**config.mk**
```make
export PLATFORM = sky130hd
export DESIGN_NAME = multi_nch_disp_scan
export DESIGN_NICKNAME = d
export VERILOG_FILES = /design/src/rtl/multi_nch_disp_scan.sv
export SDC_FILE = /design/constraint.sdc
export NUM_CORES = 1
export LEC_CHECK = 0
export ABC_AREA = 1
export BUFFER_PORTS_ARGS = -buffer_cell sky130_fd_sc_hd__buf_2
export CORE_AREA = 5 5 173 175
export DETAILED_ROUTE_END_ITERATION = 10
export DIE_AREA = 0 0 178 180
export SYNTH_ARGS = -nofsm -noshare
export SYNTH_HDL_FRONTEND = slang
export SYNTH_SLANG_ARGS = --single-unit
```
**constraint.sdc**
```tcl
create_clock -name clk -period 5.65 [get_ports clk]
set_input_delay 0.2825 -clock clk [delete_from_list [all_inputs] [get_ports clk]]
set_output_delay 0.2825 -clock clk [all_outputs]
set_load 0.01 [all_outputs]
```
**src/rtl/multi_nch_disp_scan.sv**
```systemverilog
// N-channel display multiplexer: manual channel select or timed auto-scan, all outputs registered.
// Optional macro SCAN_MASK_EN: auto-scan skips channels whose ch_mask bit is clear.
module multi_nch_disp_scan #(
  parameter int CH    = 8,
  parameter int DW    = 32,
  parameter int PW    = 8,
  parameter int DWELL = 50000000,
  parameter int SELW  = $clog2(CH)
) (
  input  logic               clk,
  input  logic               rst,
  input  logic               EN,
  input  logic               mode,
  input  logic [SELW-1:0]    Test,
  input  logic [CH*PW-1:0]   point_in,
  input  logic [CH*PW-1:0]   LES,
  input  logic [CH*DW-1:0]   data,
  input  logic [CH-1:0]      ch_mask,
  output logic [PW-1:0]      point_out,
  output logic [PW-1:0]      LE_out,
  output logic [DW-1:0]      Disp_num,
  output logic [SELW-1:0]    cur_ch,
  output logic               ch_strobe
);

  localparam int CW = (DWELL > 1) ? $clog2(DWELL) : 1;
  localparam logic [CW-1:0]   CNT_MAX = CW'(DWELL - 1);
  localparam logic [SELW-1:0] LAST_CH = SELW'(CH - 1);

  typedef enum logic {MANUAL, AUTO} state_t;

  state_t          r_state;
  logic [CW-1:0]   r_cnt;
  logic [SELW-1:0] r_cur_ch;
  logic [PW-1:0]   r_point;
  logic [PW-1:0]   r_le;
  logic [DW-1:0]   r_disp;
  logic            r_strobe;

  state_t          w_next_state;
  logic [CW-1:0]   w_next_cnt;
  logic [SELW-1:0] w_next_ch;
  logic [SELW-1:0] w_adv_ch;
  logic [SELW-1:0] w_test_ch;

  assign w_test_ch = (int'(Test) >= CH) ? LAST_CH : Test;

  // Channel the auto-scan moves to when the dwell period expires.
`ifdef SCAN_MASK_EN
  always_comb begin : adv_sel
    int   idx;
    logic found;
    w_adv_ch = r_cur_ch;
    found    = 1'b0;
    idx      = 0;
    for (int k = 1; k <= CH; k++) begin
      idx = int'(r_cur_ch) + k;
      if (idx >= CH) idx = idx - CH;
      if (!found && ch_mask[idx]) begin
        found    = 1'b1;
        w_adv_ch = SELW'(idx);
      end
    end
  end
`else
  logic w_unused_mask;
  assign w_unused_mask = ^ch_mask;
  assign w_adv_ch = (r_cur_ch == LAST_CH) ? '0 : r_cur_ch + SELW'(1);
`endif

  // A mode change always takes priority over dwell expiry and holds the channel.
  always_comb begin
    w_next_state = r_state;
    w_next_cnt   = r_cnt;
    w_next_ch    = r_cur_ch;
    case (r_state)
      MANUAL: begin
        w_next_cnt = '0;
        if (mode) w_next_state = AUTO;
        else      w_next_ch    = w_test_ch;
      end
      AUTO: begin
        if (!mode) begin
          w_next_state = MANUAL;
          w_next_cnt   = '0;
        end else if (r_cnt == CNT_MAX) begin
          w_next_cnt = '0;
          w_next_ch  = w_adv_ch;
        end else begin
          w_next_cnt = r_cnt + CW'(1);
        end
      end
      default: w_next_state = MANUAL;
    endcase
  end

  always_ff @(posedge clk or negedge rst) begin
    if (!rst) begin
      r_state  <= MANUAL;
      r_cnt    <= '0;
      r_cur_ch <= '0;
      r_point  <= '0;
      r_le     <= '0;
      r_disp   <= '0;
      r_strobe <= 1'b0;
    end else if (EN) begin
      r_state  <= w_next_state;
      r_cnt    <= w_next_cnt;
      r_cur_ch <= w_next_ch;
      r_point  <= point_in[w_next_ch*PW +: PW];
      r_le     <= LES[w_next_ch*PW +: PW];
      r_disp   <= data[w_next_ch*DW +: DW];
      r_strobe <= (w_next_ch != r_cur_ch);
    end else begin
      r_strobe <= 1'b0;
    end
  end

  assign point_out = r_point;
  assign LE_out    = r_le;
  assign Disp_num  = r_disp;
  assign cur_ch    = r_cur_ch;
  assign ch_strobe = r_strobe;

endmodule

```
# After elaboration in Yosys (flattened, before gate mapping)

Cells that the tools add are included.

Add/sub/neg operators: 2
Bitwise logic cells: 1
Equality and inequality tests: 3
Multiplexer cells: 10
Shift-type cells: 3

Operators with widths:

| kind                                                            | count |
|---|---|
| 256-bit by 9-bit indexed part select with 32-bit output         | 1 |
| 64-bit by 7-bit indexed part select with 8-bit output           | 2 |
| 26-bit two-way mux                                              | 2 |
| 26-bit case mux with 2 select lines                             | 1 |
| 26-bit by 1-bit adder with 26-bit output, second input constant | 1 |
| 26-bit == test, second input constant                           | 1 |
| 3-bit two-way mux                                               | 4 |
| 3-bit case mux with 2 select lines                              | 1 |
| 3-bit by 1-bit adder with 3-bit output, second input constant   | 1 |
| 3-bit == test, second input constant                            | 1 |
| 3-bit inequality test                                           | 1 |
| 1-bit two-way mux                                               | 2 |
| 1-bit inverter                                                  | 1 |

Logic and storage cells: 26
Output and inout port bits: 52
Flip-flop bits (word level): 79
Input bits: 399

# Longest topological paths before layout

Word-level depth: 7
Gate-level depth with buffers: 16
Mapped depth without buffers: 14

# Worst setup path after synthesis

Ideal clock, no wire load.

Path type: register to register
From: register r_cur_ch[0] (netlist: cur_ch[0])
To: register r_strobe (netlist: ch_strobe)
Data required time: 5.519 ns
Setup time: 0.131 ns
Clock period less this slack: 1.982 ns
Data arrival time: 1.851 ns
Path slack: 3.668 ns
Cell stages (with the launch flop): 13
Buffers on the path: 2
Cells stage by stage: dfrtp_1 -> ha_1 -> ha_1 -> nor3_1 -> nand3_1 -> nand3_2 -> nand2_2 -> buf_4 -> buf_4 -> nand2_1 -> nand3_1 -> nor2_1 -> nor2_1

Word-level cells in the longest chain between the ends: 7
Elaborated cells between the ends (all ways): 9
Classes of those cells: add/sub (1); eq/ne (2); mux (6)

RTL lines:

| element                                                                 | line | RTL |
|---|---|---|
| start, declared                                                         | 34   | `logic [SELW-1:0] r_cur_ch;` |
| start signal, assigned                                                  | 109  | `r_cur_ch <= w_next_ch;` |
| 3-bit by 1-bit adder with 3-bit output or 3-bit == test (tied branches) | 68   | `assign w_adv_ch = (r_cur_ch == LAST_CH) ? '0 : r_cur_ch + SELW'(1);` |
| 3-bit two-way mux                                                       | 68   |  |
| 3-bit two-way mux                                                       | 86   | `end else if (r_cnt == CNT_MAX) begin` |
| 3-bit two-way mux                                                       | 83   | `if (!mode) begin` |
| 3-bit case mux with 2 select lines                                      | 76   | `case (r_state)` |
| 3-bit inequality test *                                                 | 113  | `r_strobe <= (w_next_ch != r_cur_ch);` |
| 1-bit two-way mux *                                                     | 106  | `end else if (EN) begin` |
| end signal, assigned                                                    | 113  |  |
| end, declared                                                           | 38   | `logic r_strobe;` |

Mark *: on every way between the ends. The rest lies on a longest branch, timed or not.
A chain may end at the register's enable or synchronous reset.

# Worst setup path in the final report

From: register r_cnt[0]
To: register r_le[3] (netlist: LE_out[3])

Word-level cells in the longest chain between the ends: 5

RTL lines:

| element                                               | line | RTL |
|---|---|---|
| start, declared                                       | 33   | `logic [CW-1:0] r_cnt;` |
| start signal, assigned                                | 108  | `r_cnt <= w_next_cnt;` |
| 26-bit == test                                        | 86   |  |
| 3-bit two-way mux                                     | 86   |  |
| 3-bit two-way mux                                     | 83   |  |
| 3-bit case mux with 2 select lines                    | 76   |  |
| 64-bit by 7-bit indexed part select with 8-bit output | 111  | `r_le <= LES[w_next_ch*PW +: PW];` |
| end signal, assigned                                  | 111  |  |
| end, declared                                         | 36   | `logic [PW-1:0] r_le;` |

No other way between the ends.

==> summary.md <==
| Metric | Value |
|---|---|
| Clock skew | `0.009735 ns` |
| PnR worst setup slack | `between 1.5 and 2 ns` |
| HPWL after detailed placement | `26.08 mm` |
| Yosys top cell area share | `30.92%` |
| Iteration-0 DRC Markers | `780` |
| Fin. Hold Viols | `0` |
| Share of the clock period used by the worst path | `a little under three quarters` |
| Worst min-delay path class | `in -> reg` |
| Largest net degree at the start of global routing | `195` |
| Clk_lat worst skew | `between 0.3 and 0.4 ns` |
| Crit path time final | `roughly 4 ns` |
| Clock tree buffer depth | `2` |
| Critical path data required time | `5.87 ns` |
| WHS Path Cells | `5` |
| Endpoint with the worst hold slack | `LE_out[6]$_DFFE_PN0P_` |
| Most frequent cells after synthesis | `nand3_1 (500), nand2_1 (425), inv_1 (216)` |
| Slew headroom | `3.610%` |
| Most used cell, CP | `nand2_1` |
| Setup CP Type | `reg -> reg` |
| Setup crit end kind | `register` |
| Power Density | `242.8 nW/µm²` |
| Fmax | `0.2473 GHz` |
| FFs w/ async S/R, synth | `between 90% and 100%` |
| Num Clock Sinks | `79` |
| Fin. max-slew vios | `0` |
| Horiz. Die Dim | `between 150 and 200 µm` |
| DRT Pass-1 Iters | `7` |
| Most frequent cell after synthesis | `nand3_1` |
| Hold_buf cts | `1` |
| Placer congestion estimate | `0.8564` |
| Area Overhead vs Synth | `32.18%` |
| CTS root buffer | `clkbuf_16` |
| Pre-CTS setup slack | `roughly 1.7 ns` |
| Synth Net Count | `1846` |
| Worst hold margin | `0.2847 ns` |
| Yosys reg bits | `79` |
| Layout net count | `2206` |
| CP delay by family, top | `simple AND/OR/NAND/NOR gates` |
| H-Tree Depth | `3` |
| # rows | `between 60 and 70` |
| Worst R2R Setup Slack | `1.61 ns` |
| Yosys top cell by area | `nand3_1` |
| Io pins | `451` |
| Seq. cell area | `1977 µm²` |
| Synth Warn # | `0` |
| Multi-input combinational cell area | `4775 µm²` |
| Cell Area, Synth | `a little over 8000 µm²` |
| Fin Setup TNS | `0 ns` |
| Tightest Pin Transition | `1.446 ns` |
| DRC violations left | `0` |
| Vias per cell | `4.857` |
| Inst Count DP | `2176` |
| Netlist cell types | `30` |
| Number of enable flip-flop cells after synthesis | `0` |
| CP peak stage delay | `1.01 ns` |
| IO Port Bufs | `442` |
| Area of the core | `28310 µm²` |
| Syn Area/Cell | `5.605 µm²` |
| Outcome | `complete, no violations` |
| WP buf/inv | `1` |
| Clock transition at the registers of the reported paths | `0.07 ns` |
| Die area | `32040 µm²` |
| Dominant cells by area after synthesis | `nand3_1 (31%), dfrtp_1 (24%), nand2_1 (20%), inv_1 (10%), buf_2 (2.3%)` |
| Sequential-to-total area share from yosys stat | `24.42%` |
| # setup viols final | `0` |
| Initial antenna violation count | `12` |
| Avg WL per Cell | `around 16 µm` |
| Worst flop-to-flop path endpoint | `LE_out[3]$_DFFE_PN0P_` |
| Gate Count Post-Synth | `1444` |
| First-pass GRT wire length | `54.41 mm` |
| Fin util | `between 30% and 40%` |
| Share of cells above drive strength 1 | `26.87%` |
| Maxcap violations | `0` |
| Total Routing Usage GR | `21.09%` |
| Levels on crit path | `14` |
| CP max-delay cell | `nand2_8` |
| Leakage power | `between 6 and 7 nW` |
| Initial Utilization | `28.59%` |
| Worst-path maximum fanout | `194` |
| Worst r2r src | `r_cnt[0]$_DFFE_PN0P_` |
| # fillers | `around 3200` |
| Global route overflow | `0` |
| Die height | `180 µm` |
| Total Wirelength | `between 30 and 40 mm` |
| Maximum vdd ir drop | `0.1866 mV` |
| Reg2reg path depth | `14` |
| Num CTS Buffers | `9` |
| RSZ-0062 raised after global routing | `no` |
| Hold_sp | `LES[22]` |
| WP data arrival | `4.27 ns` |
| CTS tree | `built` |
| Post-CTS Setup Bufs | `0` |
| Number of global-route vias before repair | `between 9000 and 10000` |
| Crit-path cells | `ha_1, nand2_1, inv_2, nand2_1, nor2_1, nand3_2, nand2_1, nand3_4, nand2_8, nand2_1, nand3_1, nand2_1, nand2_1, nand3_1` |
| Number of routed nets with antenna violations | `0` |
| Main synth FF type | `dfrtp_1` |
| Final std cells w/o fill | `~2200` |
| Via count | `around 11000` |
| Crit path launch type | `register` |
| Post-CTS Resized | `0` |
[metrics by stage]
stage / power (mW) / instance area [µm²]
detailed placement: 1.982 / 10360
finish: 2.598 / 10700
CTS: 2.632 / 10680
floorplan: 1.520 / 8094
global placement: 1.971 / 10360
global route: 2.792 / 10690
[cell usage in the layout, fill, tap and decap left out, drive strengths merged]
master,instances
o21ai,25
nor4,1
nand2,428
clkbuf,11
dlygate4sd3,1
o211ai,4
nor2,40
o21a,1
nand4,2
ha,3
clkinv,4
o31ai,2
clkinvlp,1
a21oi,11
diode,8
o22ai,6
buf,451
nand3,502
a22o,1
nand3b,1
inv,221
bufinv,1
a31oi,2
or2,1
nor3,10
dfrtp,79
[sequential cells by signal, indices dropped and copies added (netlist names)]
signal,flops
Disp_num,32
r_cnt,26
LE_out,8
point_out,8
cur_ch,3
ch_strobe,1
r_state,1
[metal layers]
metal  routed length (µm)  GRT usage [%]
met1                15330          28.34
met2                17180          34.12
met3                 2440          4.160
met4                  690          6.436
met5                   53              0
[cell type report]
cell class,instances,share of cell area (%)
multi-input combinational,1040,44.63
timing repair buffer,452,21.54
sequential,79,18.48
inverter,222,7.789
tap,384,4.491
clock buffer,11,2.362
clock inverter,5,0.5263
antenna,8,0.1871
[power by group]
part           switching [mW]  leakage, nW  total (mW)  internal (mW)
clock network           0.263        0.152       0.629          0.367
registers              0.0647         1.00       0.738          0.674
logic                   0.780         5.02        1.23          0.450
[worst max-delay path by stage]
stage | from | slack [ns] | to
4_1_cts | r_cnt[0]$_DFFE_PN0P_ | 1.63 | LE_out[1]$_DFFE_PN0P_
2_1_floorplan | cur_ch[0]$_DFFE_PN0P_ | 3.67 | ch_strobe$_DFF_PN0_
3_5_place_dp | r_cnt[0]$_DFFE_PN0P_ | 1.65 | LE_out[1]$_DFFE_PN0P_
5_1_grt | r_cnt[21]$_DFFE_PN0P_ | 1.26 | LE_out[1]$_DFFE_PN0P_
6_report | r_cnt[0]$_DFFE_PN0P_ | 1.61 | LE_out[3]$_DFFE_PN0P_
3_3_place_gp | r_cnt[0]$_DFFE_PN0P_ | 1.67 | LE_out[1]$_DFFE_PN0P_
[kinds of logic after synthesis]
family / count (synthesis) / share of synthesized area (%)
fa+ha+maj: 3 / 0.4638
compound gates: 52 / 3.664
flops: 79 / 24.42
simple gates: 985 / 54.21
buf+inv: 325 / 17.24
[worst reg2reg max path: stages (launching register included)]
cell	delay, ns
dfrtp_1	0.39
ha_1	0.17
nand2_1	0.06
inv_2	0.06
nand2_1	0.10
nor2_1	0.19
nand3_2	0.15
nand2_1	0.13
nand3_4	0.66
nand2_8	1.03
nand2_1	0.55
nand3_1	0.20
nand2_1	0.08
nand2_1	0.08
nand3_1	0.07
(Power assumes the default switching activity.)
